==> src/rtl/rx_pkg.sv <==
// Shared types and constants for the UART receive bit timer.
package rx_pkg;

  // Receive sequencer states
  typedef enum logic [1:0] {
    IDLE  = 2'd0,
    START = 2'd1,
    DATA  = 2'd2,
    DONE  = 2'd3
  } rx_state_t;

  // Level of an idle UART line; also the reset value of every synchronizer stage
  localparam logic IDLE_LEVEL = 1'b1;

endpackage

==> src/rtl/rx_edge_sync.sv <==
// Two-flop synchronizer for the raw serial line plus falling-edge detection
// on the synchronized value. All stages reset to the idle line level so that
// releasing reset never produces a spurious edge.
module rx_edge_sync
  import rx_pkg::*;
(
  input  logic clk,
  input  logic rst,
  input  logic serial_in,
  output logic serial_out,
  output logic fall_edge
);

  logic sync1_q, sync1_d;
  logic sync2_q, sync2_d;
  logic prev_q,  prev_d;

  // Next-state values: shift the line through the synchronizer and edge history
  always_comb begin
    sync1_d = serial_in;
    sync2_d = sync1_q;
    prev_d  = sync2_q;
  end

  // Synchronizer and edge-history registers
  always_ff @(posedge clk or posedge rst) begin
    if (rst) begin
      sync1_q <= IDLE_LEVEL;
      sync2_q <= IDLE_LEVEL;
      prev_q  <= IDLE_LEVEL;
    end else begin
      sync1_q <= sync1_d;
      sync2_q <= sync2_d;
      prev_q  <= prev_d;
    end
  end

  assign serial_out = sync2_q;
  assign fall_edge  = prev_q & ~sync2_q;

endmodule

==> src/rtl/rx_bit_timer.sv <==
// UART receive front end: qualifies the start bit, then issues one mid-bit
// shift strobe per data/stop bit for the downstream shift register, pulses
// packet_done after the stop bit and records a low stop bit as a framing error.
module rx_bit_timer
  import rx_pkg::*;
#(
  parameter int CLKS_PER_BIT = 10,
  parameter int NUM_BITS     = 9
) (
  input  logic clk,
  input  logic rst,
  input  logic serial_in,
  output logic serial_out,
  output logic shift_strobe,
  output logic packet_done,
  output logic framing_error,
  output logic busy
);

  localparam int CNT_W = $clog2(CLKS_PER_BIT);
  localparam int BIT_W = $clog2(NUM_BITS + 1);

  // clk_cnt value in START on the cycle the start bit is at its middle
  localparam logic [CNT_W-1:0] CNT_HALF = CNT_W'(CLKS_PER_BIT / 2 - 1);
  // clk_cnt value on the cycle before a strobe; the strobe flop fires next cycle
  localparam logic [CNT_W-1:0] CNT_PRE  = CNT_W'(CLKS_PER_BIT - 2);
  // clk_cnt value on a strobe cycle; counter wraps here
  localparam logic [CNT_W-1:0] CNT_LAST = CNT_W'(CLKS_PER_BIT - 1);
  localparam logic [CNT_W-1:0] CNT_ZERO = CNT_W'(0);
  localparam logic [CNT_W-1:0] CNT_ONE  = CNT_W'(1);
  localparam logic [BIT_W-1:0] BIT_LAST = BIT_W'(NUM_BITS - 1);
  localparam logic [BIT_W-1:0] BIT_ZERO = BIT_W'(0);
  localparam logic [BIT_W-1:0] BIT_ONE  = BIT_W'(1);

  logic sync_serial_s;
  logic fall_edge_s;

  rx_state_t        state_q,   state_d;
  logic [CNT_W-1:0] clk_cnt_q, clk_cnt_d;
  logic [BIT_W-1:0] bit_cnt_q, bit_cnt_d;
  logic             strobe_q,  strobe_d;
  logic             done_q,    done_d;
  logic             ferr_q,    ferr_d;
  logic             busy_q,    busy_d;

  rx_edge_sync u_edge_sync (
    .clk        (clk),
    .rst        (rst),
    .serial_in  (serial_in),
    .serial_out (sync_serial_s),
    .fall_edge  (fall_edge_s)
  );

  // Sequencer next state, counters and next values of the registered outputs
  always_comb begin
    state_d   = state_q;
    clk_cnt_d = clk_cnt_q;
    bit_cnt_d = bit_cnt_q;
    strobe_d  = 1'b0;
    done_d    = 1'b0;
    ferr_d    = ferr_q;
    case (state_q)
      IDLE: begin
        clk_cnt_d = CNT_ZERO;
        if (fall_edge_s) begin
          state_d = START;
        end else begin
          state_d = IDLE;
        end
      end
      START: begin
        if (clk_cnt_q == CNT_HALF) begin
          clk_cnt_d = CNT_ZERO;
          if (sync_serial_s == 1'b0) begin
            // Line still low at mid start bit: a real frame begins
            state_d   = DATA;
            bit_cnt_d = BIT_ZERO;
            ferr_d    = 1'b0;
          end else begin
            // Line back high: glitch, abandon without touching framing_error
            state_d = IDLE;
          end
        end else begin
          clk_cnt_d = clk_cnt_q + CNT_ONE;
        end
      end
      DATA: begin
        if (clk_cnt_q == CNT_LAST) begin
          // This cycle carries a strobe; account for the bit just sampled
          clk_cnt_d = CNT_ZERO;
          bit_cnt_d = bit_cnt_q + BIT_ONE;
          if (bit_cnt_q == BIT_LAST) begin
            state_d = DONE;
            done_d  = 1'b1;
            ferr_d  = ~sync_serial_s;
          end else begin
            state_d = DATA;
          end
        end else begin
          clk_cnt_d = clk_cnt_q + CNT_ONE;
          if (clk_cnt_q == CNT_PRE) begin
            strobe_d = 1'b1;
          end else begin
            strobe_d = 1'b0;
          end
        end
      end
      DONE: begin
        clk_cnt_d = CNT_ZERO;
        state_d   = IDLE;
      end
      default: begin
        clk_cnt_d = CNT_ZERO;
        bit_cnt_d = BIT_ZERO;
        state_d   = IDLE;
      end
    endcase
    busy_d = (state_d != IDLE);
  end

  // State, counters and registered outputs
  always_ff @(posedge clk or posedge rst) begin
    if (rst) begin
      state_q   <= IDLE;
      clk_cnt_q <= CNT_ZERO;
      bit_cnt_q <= BIT_ZERO;
      strobe_q  <= 1'b0;
      done_q    <= 1'b0;
      ferr_q    <= 1'b0;
      busy_q    <= 1'b0;
    end else begin
      state_q   <= state_d;
      clk_cnt_q <= clk_cnt_d;
      bit_cnt_q <= bit_cnt_d;
      strobe_q  <= strobe_d;
      done_q    <= done_d;
      ferr_q    <= ferr_d;
      busy_q    <= busy_d;
    end
  end

  assign serial_out    = sync_serial_s;
  assign shift_strobe  = strobe_q;
  assign packet_done   = done_q;
  assign framing_error = ferr_q;
  assign busy          = busy_q;

endmodule
==> config.mk <==
export PLATFORM = sky130hd
export DESIGN_NAME = rx_bit_timer
export DESIGN_NICKNAME = d
export VERILOG_FILES = /design/src/rtl/rx_pkg.sv /design/src/rtl/rx_edge_sync.sv /design/src/rtl/rx_bit_timer.sv
export SDC_FILE = /design/constraint.sdc
export NUM_CORES = 1
export LEC_CHECK = 0
export ABC_AREA = 1
export ABC_CLOCK_PERIOD_IN_PS = 1600
export CORE_MARGIN = 1
export CORE_UTILIZATION = 35
export CTS_CLUSTER_SIZE = 8
export DETAILED_ROUTE_END_ITERATION = 10
export DONT_BUFFER_PORTS = 1
export PLACE_DENSITY_LB_ADDON = 0.25
export RECOVER_POWER = 100
export SLEW_MARGIN = 40
export SYNTH_ARGS = -nofsm -noshare
export SYNTH_HDL_FRONTEND = slang
export SYNTH_SLANG_ARGS = --single-unit
==> constraint.sdc <==
create_clock -name clk -period 1.6 [get_ports clk]
set_input_delay 0.32 -clock clk [delete_from_list [all_inputs] [get_ports clk]]
set_output_delay 0.32 -clock clk [all_outputs]
set_load 0.02 [all_outputs]
==> impl_metrics.csv, run 1 <==
group,metric,value,unit
sta,fin_hold_ws,-0.0188,ns
sta,hold_viol,14,
place,gp_congestion,0.854,
sta,layout_min_cycle_time,1.35,ns
worst_setup_path,critical_path_class,"reg2reg",
worst_setup_path,required,1.76,ns
sta,tns,0,ns
route,wirelength,1370,um
yosys,syn_nets,101,
pwr,peakVddDrop,0.808,mV
yosys,synthCells,93,
pwr,power.total,1.14,mW
yosys,ys_seq_elements,17,
pwr,sw_frac_of_total,37.4,%
cells_and_area,final_util,39.5,%
cells_and_area,final_common_cell,"nand2_1",
clocking,clockRootBuffer,"clkbuf_4",
clocking,clk_pin_slew_worst_paths,0.09,ns
pwr,power.internal,0.712,mW
die,die_area,2630,um2
die,die_w,51.3,um
pwr,seq_power_share,50.1,%
die,start_util,37.7,%
yosys,synth_area_leaders,"dfrtp_1 41%, dfstp_2 9.3%, nand2_1 8.0%, ha_1 7.4%, inv_1 6.2%",
place,post-dp-hpwl,1050,um
sta,finalSetupViolCount,0,
clocking,cts.path.max_buffers,2,
global_routing,antenna_found_initial,0,
yosys,ys_seq_area_share,50.5,%
sta,slew_viol_final,0,
route,route.detailed.drc,0,
sta,fin_skew,0.00110,ns
worst_setup_path,crit_chain,"inv_1, nand3_1, nor2_1, nor2_1, nand4_1",
route,post_drt_wl_per_cell,10.8,um
run_status,run_status,"finished with violations",
yosys,synth_top_cell_by_area,"dfrtp_1",
worst_setup_path,critical_path.top_delay_family,"flip-flops",
pwr,clkPwrFrac,20.3,%
sta,worst-slew-pin-transition,0.625,ns
worst_setup_path,crit_top_cell,"nor2_1",
global_routing,grt_max_degree,18,
die,fp.coreArea,2250,um2
worst_setup_path,worst_path_max_delay_cell,"dfstp_1",
clocking,cts_resized,0,
route,routed-via-count,575,
clocking,cts_inserted_buffers,3,
yosys,netlist_area,850,um2
yosys,yosys.area.top_type_share,41.2,%
pwr,cellPowerDensity,1280,nW/um2
clocking,htree_levels,1,
worst_setup_path,endpoint_kind,"flop",
route,via_per_inst,4.56,
sta,slew_headroom,58.3,%
pwr,leakage,0.450,nW
flow_run,cap_violations,0,
cells_and_area,layout-drive-gt1-share,17.3,%
clocking,clkLatencyLatePin,0.29,ns
worst_setup_path,rr_worst_depth,5,
route,postRouteAntennaNets,0,
place,io_buffers,0,
yosys,synth_cell_types,19,
die,die_y,51.3,um
worst_setup_path,reg2reg_slack,0.25,ns
clocking,cts_sinks,17,
worst_setup_path,critPathLaunchType,"flop",
die,io-pin-count,8,
sta,rsz0062_at_grt,"no",
die,row_count,17,
yosys,synth-warning-count,0,
route,first_iter_violations,9,
run_status,violations,"hold timing",
pwr,p_sw,0.426,mW
worst_setup_path,slowest_delay,0.66,ns
hold_path,holdCritPathClass,"in2async",
worst_setup_path,regToRegEndpoint,"busy$_DFF_PP0_",
sta,fmax,0.743,GHz
worst_setup_path,cp.arrival,1.51,ns
sta,min_period_over_period,84.1,%
pwr,p_comb_share,29.6,%
global_routing,grt_pass1_vias,577,
clocking,cts_tree,"yes",
global_routing,grt_pass1_wl,2430,um
global_routing,grtUsageTotal,13.1,%
worst_setup_path,crit_path_max_fanout,3,
cells_and_area,areaGrowthSynthToFinish,4.86,%
cells_and_area,antennaDiodeCount,0,
yosys,syn_area_per_cell,9.14,um2
cells_and_area,layout.nets,107,
worst_setup_path,crit_buf_inv,1,
cells_and_area,layout_common_cells,"21 x nand2_1, 14 x inv_1, 14 x dfrtp_1",
global_routing,grt_remaining_overflow,0,
worst_setup_path,r2r_start,"u_edge_sync.serial_out$_DFF_PP1_",
route,dr.pass1.iters,4,
synth_stat cells:
cell       n
nand2_1   18
dfrtp_1   14
inv_1     14
nor2_1     7
nand3_1    6
ha_1       5
inv_2      5
nor2_2     4
dfstp_2    3
nand2_2    3
nand3_2    3
nand4_1    3
nand2_4    2
a21oi_1    1
nand3b_1   1
nor2_4     1
or2_1      1
xnor2_1    1
xor2_1     1
metal layers:
| metal | vias up | global-route usage (%) | routed length [um] |
|---|---|---|---|
| met2 | 10 | 21.9 | 646 |
| met1 | 269 | 14.6 | 649 |
| li1 | 294 | - | - |
| met5 | - | 0 | 0 |
| met4 | 0 | 4.05 | 12 |
| met3 | 2 | 6.25 | 56 |
layout make-up:
cell class / count / area, um2
clock buffer: 4 / 26.3
fill: 253 / 1360
inverter: 19 / 71.3
multi-input combinational: 57 / 319
sequential: 17 / 429
tap: 28 / 35.0
timing repair buffer: 1 / 10.0
power by group through the flow:
stage | combinational, mW | sequential, mW | clock, mW
6_report | 0.337 | 0.569 | 0.231
3_5_place_dp | 0.378 | 0.578 | 0
3_3_place_gp | 0.369 | 0.577 | 0
4_1_cts | 0.379 | 0.571 | 0.245
5_1_grt | 0.384 | 0.581 | 0.263
2_1_floorplan | 0.315 | 0.568 | 0
what timing repair did:
action,4_1_cts,5_1_grt
setup buffers,0,0
endpoints found under the hold margin,0,1
hold buffers,0,1
flip-flops by register name, indices dropped and copies added, names as in the netlist:
| name | cells |
|---|---|
| bit_cnt_q | 4 |
| clk_cnt_q | 4 |
| u_edge_sync.serial_out | 1 |
| u_edge_sync.prev_q | 1 |
| shift_strobe | 1 |
| u_edge_sync.sync1_q | 1 |
| busy | 1 |
| state_q | 2 |
| framing_error | 1 |
| packet_done | 1 |
worst max-delay path by stage:
stage / cells after the start / to / startpoint / slack (ns)
final: 5 / busy$_DFF_PP0_ / u_edge_sync.serial_out$_DFF_PP1_ / 0.25
after global routing: 5 / busy$_DFF_PP0_ / u_edge_sync.serial_out$_DFF_PP1_ / 0.13
after CTS: 7 / bit_cnt_q[1]$_DFFE_PP0P_ / clk_cnt_q[0]$_DFF_PP0_ / 0.32
after detailed placement: 7 / bit_cnt_q[1]$_DFFE_PP0P_ / clk_cnt_q[0]$_DFF_PP0_ / 0.33
after global placement: 5 / busy$_DFF_PP0_ / u_edge_sync.serial_out$_DFF_PP1_ / 0.35
after floorplan: 7 / bit_cnt_q[2]$_DFFE_PP0P_ / clk_cnt_q[0]$_DFF_PP0_ / 0.44
cell families (layout without fill, tap and decap cells):
group	Yosys count	count (layout)	synth area share, %
AO/OA/AOI/OAI	1	1	0.589
AND/OR/NAND/NOR	49	49	31.1
adder cells (fa/ha/maj)	5	5	7.36
flip-flops	17	17	50.5
XOR/XNOR	2	2	2.06
buffers and inverters	19	24	8.39
through the flow:
stage          instances  worst slack, ns  area (um2)
6_report             126            0.255         891
5_1_grt              126            0.132         891
4_1_cts              125            0.317         911
3_5_place_dp         121            0.332         885
3_3_place_gp         121            0.350         885
2_1_floorplan         93            0.441         850
worst reg2reg max path: stages (launching register included):
cell	delay, ns
dfstp_1	0.66
inv_1	0.12
nand3_1	0.12
nor2_1	0.06
nor2_1	0.14
nand4_1	0.12
Note: power is estimated with default switching activity, not from simulation.
==> inputs of run 2 (changes only) <==
--- a/config.mk
+++ b/config.mk
@@ -6,7 +6,7 @@
 export NUM_CORES = 1
 export LEC_CHECK = 0
 export ABC_AREA = 1
-export ABC_CLOCK_PERIOD_IN_PS = 1600
+export ABC_CLOCK_PERIOD_IN_PS = 1300
 export CORE_MARGIN = 1
 export CORE_UTILIZATION = 35
 export CTS_CLUSTER_SIZE = 8
==> constraint.sdc (replaced) <==
create_clock -name clk -period 1.3 [get_ports clk]
set_input_delay 0.26 -clock clk [delete_from_list [all_inputs] [get_ports clk]]
set_output_delay 0.26 -clock clk [all_outputs]
set_load 0.02 [all_outputs]
==> run 2 against run 1 <==
  * Cell count is 4.8% higher
  * Sequential power is 22% higher
  * Largest power group unchanged
  * Largest cell class unchanged
  * Clock power is 17% higher
  * First-iteration DRC count is 89% lower
  * Critical endpoint is now serial_out
  * The run now ends clean
  * Design area is 13% higher
==> impl_metrics.csv, run 2 (same netlist as run 1, synthesis figures left out) <==
group,metric,value,unit
run_status,run_status,"complete, no violations",
sta,fin_skew,0.00198,ns
sta,finalSetupViolCount,0,
sta,worst-slew-pin-transition,0.411,ns
die,start_util,37.7,%
cells_and_area,layout.nets,113,
pwr,sw_frac_of_total,37.7,%
worst_setup_path,worst_path_max_delay_cell,"dfstp_1",
pwr,seq_power_share,44.2,%
route,route.detailed.drc,0,
clocking,htree_levels,1,
flow_run,cap_violations,0,
pwr,p_comb_share,38.5,%
worst_setup_path,required,1.04,ns
cells_and_area,final_common_cell,"nand2_1",
cells_and_area,top_regs,"bit_cnt_q: 4 flops, clk_cnt_q: 4 flops, state_q: 2 flops",
worst_setup_path,slowest_delay,0.55,ns
global_routing,grt_max_degree,18,
hold_path,holdCritPathClass,"reg2reg",
clocking,cts_sinks,17,
die,fp.coreArea,2250,um2
clocking,clk_pin_slew_worst_paths,0.09,ns
worst_setup_path,crit_buf_inv,1,
sta,fin_hold_ws,0.365,ns
worst_setup_path,critical_path.top_delay_family,"flip-flops",
die,die_w,51.3,um
die,die_area,2630,um2
sta,hold_viol,0,
worst_setup_path,crit_path_max_fanout,2,
cells_and_area,antennaDiodeCount,0,
pwr,clkPwrFrac,17.2,%
worst_setup_path,critPathLaunchType,"flop",
place,dpl_worst_slack,0.0708,ns
worst_setup_path,cp.arrival,0.99,ns
route,first_iter_violations,1,
sta,layout_min_cycle_time,1.25,ns
pwr,leakage,0.485,nW
place,post-dp-hpwl,1000,um
clocking,cts.path.max_buffers,2,
sta,fmax,0.801,GHz
global_routing,grt_pass1_wl,2400,um
cells_and_area,final_util,44.8,%
die,die_y,51.3,um
global_routing,grtUsageTotal,12.7,%
worst_setup_path,crit_chain,"buf_4",
sta,slew_viol_final,0,
pwr,p_sw,0.592,mW
route,post_drt_wl_per_cell,10.7,um
sta,slew_headroom,72.6,%
cells_and_area,layout-drive-gt1-share,34.6,%
cells_and_area,layout_common_cells,"18 x nand2_1, 14 x dfrtp_1, 11 x inv_1",
pwr,peakVddDrop,0.804,mV
die,io-pin-count,8,
place,dp.cells,124,
place,gp_congestion,0.872,
route,routed-via-count,582,
route,via_per_inst,4.41,
worst_setup_path,critical_path_class,"reg2out",
place,io_buffers,0,
cells_and_area,final_cells,132,
die,row_count,17,
global_routing,antenna_found_initial,0,
route,postRouteAntennaNets,0,
pwr,cellPowerDensity,1550,nW/um2
cells_and_area,fillers,239,
clocking,clkLatencyLatePin,0.28,ns
global_routing,grt_pass1_vias,556,
clocking,cts_tree,"yes",
sta,fin_ws,0.0512,ns
worst_setup_path,endpoint_kind,"primary output",
global_routing,grt_remaining_overflow,0,
route,dr.pass1.iters,3,
clocking,clockRootBuffer,"clkbuf_4",
cells_and_area,areaGrowthSynthToFinish,19.0,%
pwr,power.internal,0.979,mW
clocking,cts_inserted_buffers,3,
sta,min_period_over_period,96.1,%
route,wirelength,1410,um
run 2: cell types whose count changed in the layout (fill, tap and decap cells not counted), moves of 2 or more:
cell,before,now
inv_1,14,11
nand2_4,0,3
nand3_1,8,5
nand2_1,21,18
inv_2,5,8
buf_4,0,4
nand3_4,0,2
nor2_1,8,5
ha_1,5,3
nor2_2,3,6
run 2: per-layer routing:
metal  wire, um  vias up  GRT usage, %
met3         57        2          6.25
met4         15        0          2.70
met2        728       11          20.6
met5          0        -             0
met1        608      265          15.2
li1           -      304             -
run 2: final timing paths:
path	from	to	slack [ns]	cells past startpoint
worst max-delay path	u_edge_sync.serial_out$_DFF_PP1_	serial_out	0.05	1
worst min-delay path	u_edge_sync.sync1_q$_DFF_PP1_	u_edge_sync.serial_out$_DFF_PP1_	0.36	0
worst max register to register	clk_cnt_q[0]$_DFF_PP0_	clk_cnt_q[0]$_DFF_PP0_	0.07	7
worst min register to register	u_edge_sync.sync1_q$_DFF_PP1_	u_edge_sync.serial_out$_DFF_PP1_	0.36	0
max in group asynchronous	rst	u_edge_sync.prev_q$_DFF_PP1_	0.49	3
min in group asynchronous	rst	bit_cnt_q[1]$_DFFE_PP0P_	0.49	3
run 2: power by group through the flow:
stage,clock [mW],sequential (mW),combinational (mW)
final,0.271,0.695,0.605
after global routing,0.319,0.706,0.672
after CTS,0.289,0.694,0.505
after detailed placement,0,0.701,0.494
after global placement,0,0.700,0.491
after floorplan,0,0.699,0.387
run 2: stage by stage:
stage          cell area (um2)  setup TNS (ns)  power [mW]
6_report                  1010               0        1.57
5_1_grt                   1010         -0.0139        1.70
4_1_cts                    953               0        1.49
3_5_place_dp               907               0        1.20
3_3_place_gp               907               0        1.19
2_1_floorplan              850               0        1.09
run 2: area by class of cell:
| cell class | count | area, um2 | share of cell area, % |
|---|---|---|---|
| sequential | 17 | 429 | 42.5 |
| multi-input combinational | 57 | 394 | 39.0 |
| inverter | 19 | 71.3 | 7.05 |
| timing repair buffer | 7 | 55.1 | 5.45 |
| tap | 28 | 35.0 | 3.47 |
| clock buffer | 4 | 26.3 | 2.60 |
run 2: what timing repair did:
action,in CTS,in global routing
hold buffers,2,0
setup buffers,0,2
setup endpoints to repair,0,7
endpoints found under the hold margin,15,0
gates resized for setup,0,12
